$ cat src/rtl/branch_flush_ctrl_pkg.sv
// branch_flush_ctrl_pkg
// Shared types and constants for the branch/jump flush controller.
//   state_e     : controller states (RUN, SQUASH, HALT)
//   FetchLatMax : largest supported wrong-path fetch depth
//   CntW        : width of the squash down-counter
//   PerfW       : width of each performance counter
package branch_flush_ctrl_pkg;

    localparam int unsigned FetchLatMax = 7;
    localparam int unsigned CntW        = 3;
    localparam int unsigned PerfW       = 32;

    typedef enum logic [1:0] {
        StRun    = 2'd0,
        StSquash = 2'd1,
        StHalt   = 2'd2
    } state_e;

endpackage

$ cat src/rtl/branch_flush_ctrl_if.sv
// branch_flush_ctrl_if
// Bundles the hazard/branch inputs and the pipeline control outputs of
// branch_flush_ctrl.
//   master : datapath side, drives hazard/branch inputs, receives controls
//   slave  : controller side
// Inputs : branch_ex, pc_src, jump_ex, load_use, mem_wait, halt_req, resume
// Outputs: pc_we, pc_sel, ifid_we, idex_we, exmem_we, ifid_flush, idex_flush,
//          fetch_squash, halted, perf_branches, perf_taken, perf_bubbles
interface branch_flush_ctrl_if;
    import branch_flush_ctrl_pkg::*;

    logic             branch_ex;
    logic             pc_src;
    logic             jump_ex;
    logic             load_use;
    logic             mem_wait;
    logic             halt_req;
    logic             resume;

    logic             pc_we;
    logic             pc_sel;
    logic             ifid_we;
    logic             idex_we;
    logic             exmem_we;
    logic             ifid_flush;
    logic             idex_flush;
    logic             fetch_squash;
    logic             halted;
    logic [PerfW-1:0] perf_branches;
    logic [PerfW-1:0] perf_taken;
    logic [PerfW-1:0] perf_bubbles;

    modport master (
        output branch_ex, pc_src, jump_ex, load_use, mem_wait, halt_req, resume,
        input  pc_we, pc_sel, ifid_we, idex_we, exmem_we, ifid_flush, idex_flush,
        input  fetch_squash, halted, perf_branches, perf_taken, perf_bubbles
    );

    modport slave (
        input  branch_ex, pc_src, jump_ex, load_use, mem_wait, halt_req, resume,
        output pc_we, pc_sel, ifid_we, idex_we, exmem_we, ifid_flush, idex_flush,
        output fetch_squash, halted, perf_branches, perf_taken, perf_bubbles
    );

endinterface

$ cat src/rtl/branch_flush_ctrl_perf_counters.sv
// branch_flush_ctrl_perf_counters
// Three free-running 32-bit event counters that wrap modulo 2^32.
//   clk, rst_n     : core clock, asynchronous active-low reset
//   inc_branch     : count one branch/jump seen in EX
//   inc_taken      : count one applied redirect
//   inc_bubble     : count one flush or load-use stall cycle
//   perf_branches, perf_taken, perf_bubbles : counter values
// Freezing (mem_wait, HALT) is handled by the caller gating the inc inputs.
module branch_flush_ctrl_perf_counters
    import branch_flush_ctrl_pkg::*;
(
    input  logic             clk,
    input  logic             rst_n,
    input  logic             inc_branch,
    input  logic             inc_taken,
    input  logic             inc_bubble,
    output logic [PerfW-1:0] perf_branches,
    output logic [PerfW-1:0] perf_taken,
    output logic [PerfW-1:0] perf_bubbles
);

    logic [PerfW-1:0] branches_q, taken_q, bubbles_q;

    always_ff @(posedge clk or negedge rst_n) begin
        if (!rst_n) begin
            branches_q <= '0;
            taken_q    <= '0;
            bubbles_q  <= '0;
        end else begin
            if (inc_branch) branches_q <= branches_q + PerfW'(1);
            if (inc_taken)  taken_q    <= taken_q + PerfW'(1);
            if (inc_bubble) bubbles_q  <= bubbles_q + PerfW'(1);
        end
    end

    assign perf_branches = branches_q;
    assign perf_taken    = taken_q;
    assign perf_bubbles  = bubbles_q;

endmodule

$ cat src/rtl/branch_flush_ctrl.sv
// branch_flush_ctrl
// Single owner of stall and flush decisions for the 5-stage pipeline:
// applies branch/jump redirects, squashes FETCH_LAT wrong-path fetches,
// stalls on load-use, freezes on mem_wait and parks the core in HALT.
//   FETCH_LAT : wrong-path fetches in flight after a redirect (0..7)
//   clk, rst_n: core clock, asynchronous active-low reset
//   bus       : branch_flush_ctrl_if.slave (hazard inputs, pipeline controls,
//               performance counters)
// Build option: define BRANCH_PERF_EN to instantiate the performance counters;
// otherwise the perf outputs are tied to zero and no counter flops exist.
module branch_flush_ctrl
    import branch_flush_ctrl_pkg::*;
#(
    parameter int unsigned FETCH_LAT = 1
) (
    input logic             clk,
    input logic             rst_n,
    branch_flush_ctrl_if.slave bus
);

    localparam logic [CntW-1:0] CntLoad =
        (FETCH_LAT > FetchLatMax) ? CntW'(FetchLatMax) : CntW'(FETCH_LAT);
    localparam bit SquashEn = (FETCH_LAT > 0);

    state_e          state_q, state_d;
    logic [CntW-1:0] cnt_q, cnt_d;
    logic            redirect;

    logic pc_we, pc_sel, ifid_we, idex_we, exmem_we;
    logic ifid_flush, idex_flush, fetch_squash, halted;

    assign redirect = (bus.branch_ex & bus.pc_src) | bus.jump_ex;

    // State register
    always_ff @(posedge clk or negedge rst_n) begin
        if (!rst_n) begin
            state_q <= StRun;
            cnt_q   <= '0;
        end else begin
            state_q <= state_d;
            cnt_q   <= cnt_d;
        end
    end

    // Next state: mem_wait > halt_req > redirect > load_use
    always_comb begin
        state_d = state_q;
        cnt_d   = cnt_q;
        if (!bus.mem_wait) begin
            unique case (state_q)
                StRun: begin
                    if (bus.halt_req) begin
                        state_d = StHalt;
                    end else if (redirect && SquashEn) begin
                        state_d = StSquash;
                        cnt_d   = CntLoad;
                    end
                end
                StSquash: begin
                    if (bus.halt_req) begin
                        state_d = StHalt;
                        cnt_d   = '0;
                    end else if (redirect) begin
                        cnt_d = CntLoad;
                    end else begin
                        cnt_d = cnt_q - CntW'(1);
                        if (cnt_q == CntW'(1)) state_d = StRun;
                    end
                end
                StHalt: begin
                    if (bus.resume) state_d = StRun;
                end
                default: begin
                    state_d = StRun;
                    cnt_d   = '0;
                end
            endcase
        end
    end

    // Mealy outputs; everything is forced low while reset is asserted
    always_comb begin
        pc_we        = 1'b0;
        pc_sel       = 1'b0;
        ifid_we      = 1'b0;
        idex_we      = 1'b0;
        exmem_we     = 1'b0;
        ifid_flush   = 1'b0;
        idex_flush   = 1'b0;
        fetch_squash = 1'b0;
        halted       = rst_n && (state_q == StHalt);
        if (rst_n && !bus.mem_wait && !bus.halt_req) begin
            unique case (state_q)
                StRun: begin
                    if (redirect) begin
                        {pc_we, pc_sel, ifid_we, idex_we, exmem_we} = 5'b11111;
                        {ifid_flush, idex_flush}                     = 2'b11;
                    end else if (bus.load_use) begin
                        // Hold PC and IF/ID, bubble into ID/EX
                        {idex_we, exmem_we, idex_flush} = 3'b111;
                    end else begin
                        {pc_we, ifid_we, idex_we, exmem_we} = 4'b1111;
                    end
                end
                StSquash: begin
                    // The fetch returning now is wrong-path either way
                    {pc_we, ifid_we, idex_we, exmem_we} = 4'b1111;
                    {ifid_flush, fetch_squash}          = 2'b11;
                    if (redirect) {pc_sel, idex_flush} = 2'b11;
                end
                default: ;
            endcase
        end
    end

    assign bus.pc_we        = pc_we;
    assign bus.pc_sel       = pc_sel;
    assign bus.ifid_we      = ifid_we;
    assign bus.idex_we      = idex_we;
    assign bus.exmem_we     = exmem_we;
    assign bus.ifid_flush   = ifid_flush;
    assign bus.idex_flush   = idex_flush;
    assign bus.fetch_squash = fetch_squash;
    assign bus.halted       = halted;

`ifdef BRANCH_PERF_EN
    logic active;
    assign active = rst_n && !bus.mem_wait && (state_q != StHalt);

    branch_flush_ctrl_perf_counters u_perf (
        .clk           (clk),
        .rst_n         (rst_n),
        .inc_branch    (active && (bus.branch_ex || bus.jump_ex)),
        .inc_taken     (active && !bus.halt_req && redirect),
        .inc_bubble    (ifid_flush || idex_flush),
        .perf_branches (bus.perf_branches),
        .perf_taken    (bus.perf_taken),
        .perf_bubbles  (bus.perf_bubbles)
    );
`else
    assign bus.perf_branches = '0;
    assign bus.perf_taken    = '0;
    assign bus.perf_bubbles  = '0;
`endif

endmodule

$ cat src/flat_wrapper.sv
// flat-port wrapper written by rule: the top's interface ports become plain ports
module branch_flush_ctrl_flat import branch_flush_ctrl_pkg::*;
#(
    parameter int unsigned FETCH_LAT = 1
)
  (clk, rst_n, bus_branch_ex, bus_pc_src, bus_jump_ex, bus_load_use, bus_mem_wait, bus_halt_req, bus_resume, bus_pc_we, bus_pc_sel, bus_ifid_we, bus_idex_we, bus_exmem_we, bus_ifid_flush, bus_idex_flush, bus_fetch_squash, bus_halted, bus_perf_branches, bus_perf_taken, bus_perf_bubbles);
  branch_flush_ctrl_if bus_i ();
  input logic clk;
  input logic rst_n;
  input wire logic [$bits(bus_i.branch_ex)-1:0] bus_branch_ex;
  input wire logic [$bits(bus_i.pc_src)-1:0] bus_pc_src;
  input wire logic [$bits(bus_i.jump_ex)-1:0] bus_jump_ex;
  input wire logic [$bits(bus_i.load_use)-1:0] bus_load_use;
  input wire logic [$bits(bus_i.mem_wait)-1:0] bus_mem_wait;
  input wire logic [$bits(bus_i.halt_req)-1:0] bus_halt_req;
  input wire logic [$bits(bus_i.resume)-1:0] bus_resume;
  output wire logic [$bits(bus_i.pc_we)-1:0] bus_pc_we;
  output wire logic [$bits(bus_i.pc_sel)-1:0] bus_pc_sel;
  output wire logic [$bits(bus_i.ifid_we)-1:0] bus_ifid_we;
  output wire logic [$bits(bus_i.idex_we)-1:0] bus_idex_we;
  output wire logic [$bits(bus_i.exmem_we)-1:0] bus_exmem_we;
  output wire logic [$bits(bus_i.ifid_flush)-1:0] bus_ifid_flush;
  output wire logic [$bits(bus_i.idex_flush)-1:0] bus_idex_flush;
  output wire logic [$bits(bus_i.fetch_squash)-1:0] bus_fetch_squash;
  output wire logic [$bits(bus_i.halted)-1:0] bus_halted;
  output wire logic [$bits(bus_i.perf_branches)-1:0] bus_perf_branches;
  output wire logic [$bits(bus_i.perf_taken)-1:0] bus_perf_taken;
  output wire logic [$bits(bus_i.perf_bubbles)-1:0] bus_perf_bubbles;
  assign bus_i.branch_ex = bus_branch_ex;
  assign bus_i.pc_src = bus_pc_src;
  assign bus_i.jump_ex = bus_jump_ex;
  assign bus_i.load_use = bus_load_use;
  assign bus_i.mem_wait = bus_mem_wait;
  assign bus_i.halt_req = bus_halt_req;
  assign bus_i.resume = bus_resume;
  assign bus_pc_we = bus_i.pc_we;
  assign bus_pc_sel = bus_i.pc_sel;
  assign bus_ifid_we = bus_i.ifid_we;
  assign bus_idex_we = bus_i.idex_we;
  assign bus_exmem_we = bus_i.exmem_we;
  assign bus_ifid_flush = bus_i.ifid_flush;
  assign bus_idex_flush = bus_i.idex_flush;
  assign bus_fetch_squash = bus_i.fetch_squash;
  assign bus_halted = bus_i.halted;
  assign bus_perf_branches = bus_i.perf_branches;
  assign bus_perf_taken = bus_i.perf_taken;
  assign bus_perf_bubbles = bus_i.perf_bubbles;
  branch_flush_ctrl #(.FETCH_LAT(FETCH_LAT)) u_core (.clk(clk), .rst_n(rst_n), .bus(bus_i));
endmodule
$ cat config.mk
export PLATFORM = sky130hd
export DESIGN_NAME = branch_flush_ctrl_flat
export DESIGN_NICKNAME = d
export VERILOG_FILES = /design/src/rtl/branch_flush_ctrl_pkg.sv /design/src/rtl/branch_flush_ctrl_if.sv /design/src/rtl/branch_flush_ctrl_perf_counters.sv /design/src/rtl/branch_flush_ctrl.sv /design/src/flat_wrapper.sv
export SDC_FILE = /design/constraint.sdc
export NUM_CORES = 1
export LEC_CHECK = 0
export BUFFER_PORTS_ARGS = -buffer_cell sky130_fd_sc_hd__buf_2
export CAP_MARGIN = 20
export CORE_AREA = 4 4 61 63
export DETAILED_ROUTE_END_ITERATION = 10
export DIE_AREA = 0 0 65 67
export HOLD_SLACK_MARGIN = 0.03
export PLACE_DENSITY = 0.79
export SKIP_CTS_REPAIR_TIMING = 1
export SLEW_MARGIN = 15
export SYNTH_ARGS = -nofsm -noshare
export SYNTH_HDL_FRONTEND = slang
export SYNTH_SLANG_ARGS = --single-unit
$ cat constraint.sdc
create_clock -name clk -period 1.8 [get_ports clk]
set_input_delay 0.27 -clock clk [delete_from_list [all_inputs] [get_ports clk]]
set_output_delay 0.27 -clock clk [all_outputs]
set_load 0.05 [all_outputs]
==> flow_summary.yaml <==
status:
  status: "finished clean"
timing:
  maxSlewViolCount: 0
  layout_setup_ws_ns: 0.108
  finalSetupTns_ns: 0
  hold_viol_final: 0
  setup_violations: 0
  rsz0062_at_grt: "false"
  period_needed_ns: 1.69
  fin_skew_ns: 0.00353
  finalCritPeriodShare: 0.940
  fmax_mhz: 591
cts:
  htreeDepth: 1
  clockBufferDepth: 2
  insertion_delay_ns: 0.23
  cts_made_buffers: 3
  cts.sinks: 5
  cts_tree: "done"
  cts_root_buf: "clkbuf_4"
  clk_pin_slew_worst_paths_ns: 0.04
logic_synthesis:
  synth_warnings: 0
  synth_cell_type_count: 22
  ys_ff_latch: 5
  syn-mean-instance-area_um2: 7.89
  seq_area_frac_synth: 0.112
  synthesis.area_um2: 1110
  synth_cells: 141
floorplanning:
  die_w_um: 65
  floorplan.initialDensity: 0.344
  dieArea_um2: 4360
  num_rows: 21
  core_area_um2: 3230
  io-pin-count: 114
  die_h_um: 67
final_layout:
  diodes: 0
  final_layout_size_suffix_gt1_frac: 0.174
  stdcell_area_um2: 951
  area_growth_pct: -14.5
  finalNetCount: 173
  fin_cells: 207
routing:
  drc: 0
  vias: 628
  drt-pass1-iter-count: 2
  drtAntennaViolNets: 0
  wl_mm: 1.53
  via_per_inst: 3.03
  wire_per_inst_um: 7.37
  drtIter0Drc: 12
placement:
  gp_congestion: 0.806
  dp_hpwl_mm: 1.43
  placed_area_um2: 902
  pre_cts_ws_ns: 0.221
  io_buffers: 17
  place_inst: 202
setup_path:
  cp_data_required_time_ns: 1.53
  reg2reg_to: "u_core.cnt_q[2]$_DFFE_PN0P_"
  slowest_delay_ns: 0.40
  path_cells: "nor3_4, nand2_2, a21oi_2, buf_2"
  worst-r2r-cell-count: 4
  cp_max_fo: 6
  reg2reg_slack_ns: 0.56
  worstPathArrival_ns: 1.42
  crit_buf_inv: 1
  crit_end: "bus_ifid_flush"
  critical_path_cell_count: 4
  cp_slowest_cell: "dfrtp_1"
  start_kind: "flop"
  crit_family: "flip-flops"
  crit_start: "u_core.state_q[1]$_DFFE_PN0P_"
  crit_type: "flop to primary output"
  r2r-start: "u_core.state_q[1]$_DFFE_PN0P_"
  critPathCaptureType: "primary output"
grt:
  grt_usage: 0.0471
  grt_pass1_wl_mm: 1.55
  grt_max_degree: 8
  grt_pass1_vias: 414
  grt-ovfl-total: 0
  antenna_found_initial: 0
pwr:
  p_switching_mw: 0.634
  seq_power_share: 0.171
  p_int_mw: 0.301
  swShare: 0.678
  p_per_area_nw_per_um2: 983
  max-vdd-ir-drop_uv: 229
  combPwrFrac: 0.698
  p_leak_nw: 0.581
  pwr-share-clk: 0.131
min_path:
  hp-class: "input port to flop"
job:
  maxCapViolations: 0
## synthesized netlist by cell type
master | number | share of area
nand2_1 | 3 | 0.010
a21o_1 | 1 | 0.0068
nor2_1 | 5 | 0.017
conb_1 | 1 | 0.0034
ha_1 | 2 | 0.022
o211ai_1 | 1 | 0.0068
o21ai_0 | 4 | 0.018
a31oi_1 | 1 | 0.0056
o22ai_2 | 1 | 0.011
a21o_2 | 1 | 0.0079
inv_1 | 5 | 0.017
nand4_1 | 1 | 0.0056
a2111oi_4 | 1 | 0.025
nand3b_1 | 1 | 0.0068
o2bb2ai_1 | 1 | 0.0079
nor3_4 | 1 | 0.015
a21oi_1 | 4 | 0.018
nand2b_1 | 2 | 0.011
and3_1 | 1 | 0.0056
buf_4 | 98 | 0.66
dfrtp_1 | 5 | 0.11
nor2b_1 | 1 | 0.0056
## stage by stage
stage                     hold slack, ns  power [mW]   util
after floorplan                  -0.0256       0.903      -
after global placement             0.101       0.789  0.279
after detailed placement           0.102       0.802  0.279
after CTS                         -0.151       0.930  0.287
after global routing               0.380       0.986  0.294
final                              0.366       0.935  0.294
## worst min-delay path by stage
stage	start	endpoint	slack, ns	depth (start not counted)
2_1_floorplan	rst_n	u_core.cnt_q[0]$_DFFE_PN0P_	-0.03	0
3_3_place_gp	rst_n	u_core.state_q[1]$_DFFE_PN0P_	0.10	1
3_5_place_dp	rst_n	u_core.state_q[0]$_DFFE_PN0P_	0.10	1
4_1_cts	rst_n	u_core.cnt_q[2]$_DFFE_PN0P_	-0.15	1
5_1_grt	bus_halt_req	u_core.state_q[1]$_DFFE_PN0P_	0.38	3
6_report	bus_halt_req	u_core.state_q[1]$_DFFE_PN0P_	0.37	3
## power groups by stage
| stage | Sequential, mW | Combinational [mW] | Clock, mW |
|---|---|---|---|
| after global routing | 0.162 | 0.683 | 0.141 |
| after global placement | 0.158 | 0.631 | 0 |
| after CTS | 0.159 | 0.642 | 0.129 |
| final | 0.160 | 0.652 | 0.123 |
| after detailed placement | 0.161 | 0.641 | 0 |
| after floorplan | 0.161 | 0.742 | 0 |
## per-layer routing
metal,track usage,share of wire,wire length [µm],vias to the layer above
met5,0,0,0,-
met4,0.0343,0.0079,12,0
met3,0.0219,0.20,301,2
met2,0.0805,0.53,802,58
met1,0.0442,0.27,410,276
li1,-,-,-,292
## sequential cells by signal, summed over array words and instances (netlist names)
register        count
u_core.cnt_q        3
u_core.state_q      2
## worst register-to-register path: cells and delay by family, from the launching register on
| kind | cells | cell delay (ns) |
|---|---|---|
| flip-flops | 1 | 0.40 |
| AND/OR/NAND/NOR | 1 | 0.14 |
| AO/OA/AOI/OAI | 2 | 0.46 |
| buffers and inverters | 1 | 0.17 |
## layout make-up
| type | instances | area, µm² |
|---|---|---|
| Fill cell | 358 | 2280 |
| Sequential cell | 5 | 125 |
| Inverter | 5 | 18.8 |
| Timing Repair Buffer | 19 | 113 |
| Clock buffer | 4 | 26.3 |
| Multi-Input combinational cell | 128 | 611 |
| Tap cell | 46 | 57.6 |
## logic make-up after synthesis
family                   after synthesis  synth area share
AO/OA/AOI/OAI                         15             0.107
flip-flops                             5             0.112
adder cells (fa/ha/maj)                2            0.0225
buffers and inverters                103             0.678
AND/OR/NAND/NOR                       15            0.0765
other                                  1           0.00337
## cells in the final DEF (no fill, tap or decap), types with 2 or more instances in the layout
cell type / n
o21ai_0: 4
dfrtp_1: 5
nand2_1: 2
nand2b_1: 2
inv_1: 5
ha_1: 2
buf_2: 13
conb_1: 96
buf_4: 4
a21oi_1: 3
clkbuf_4: 4
nor2_1: 5
(Power assumes the default switching activity.)
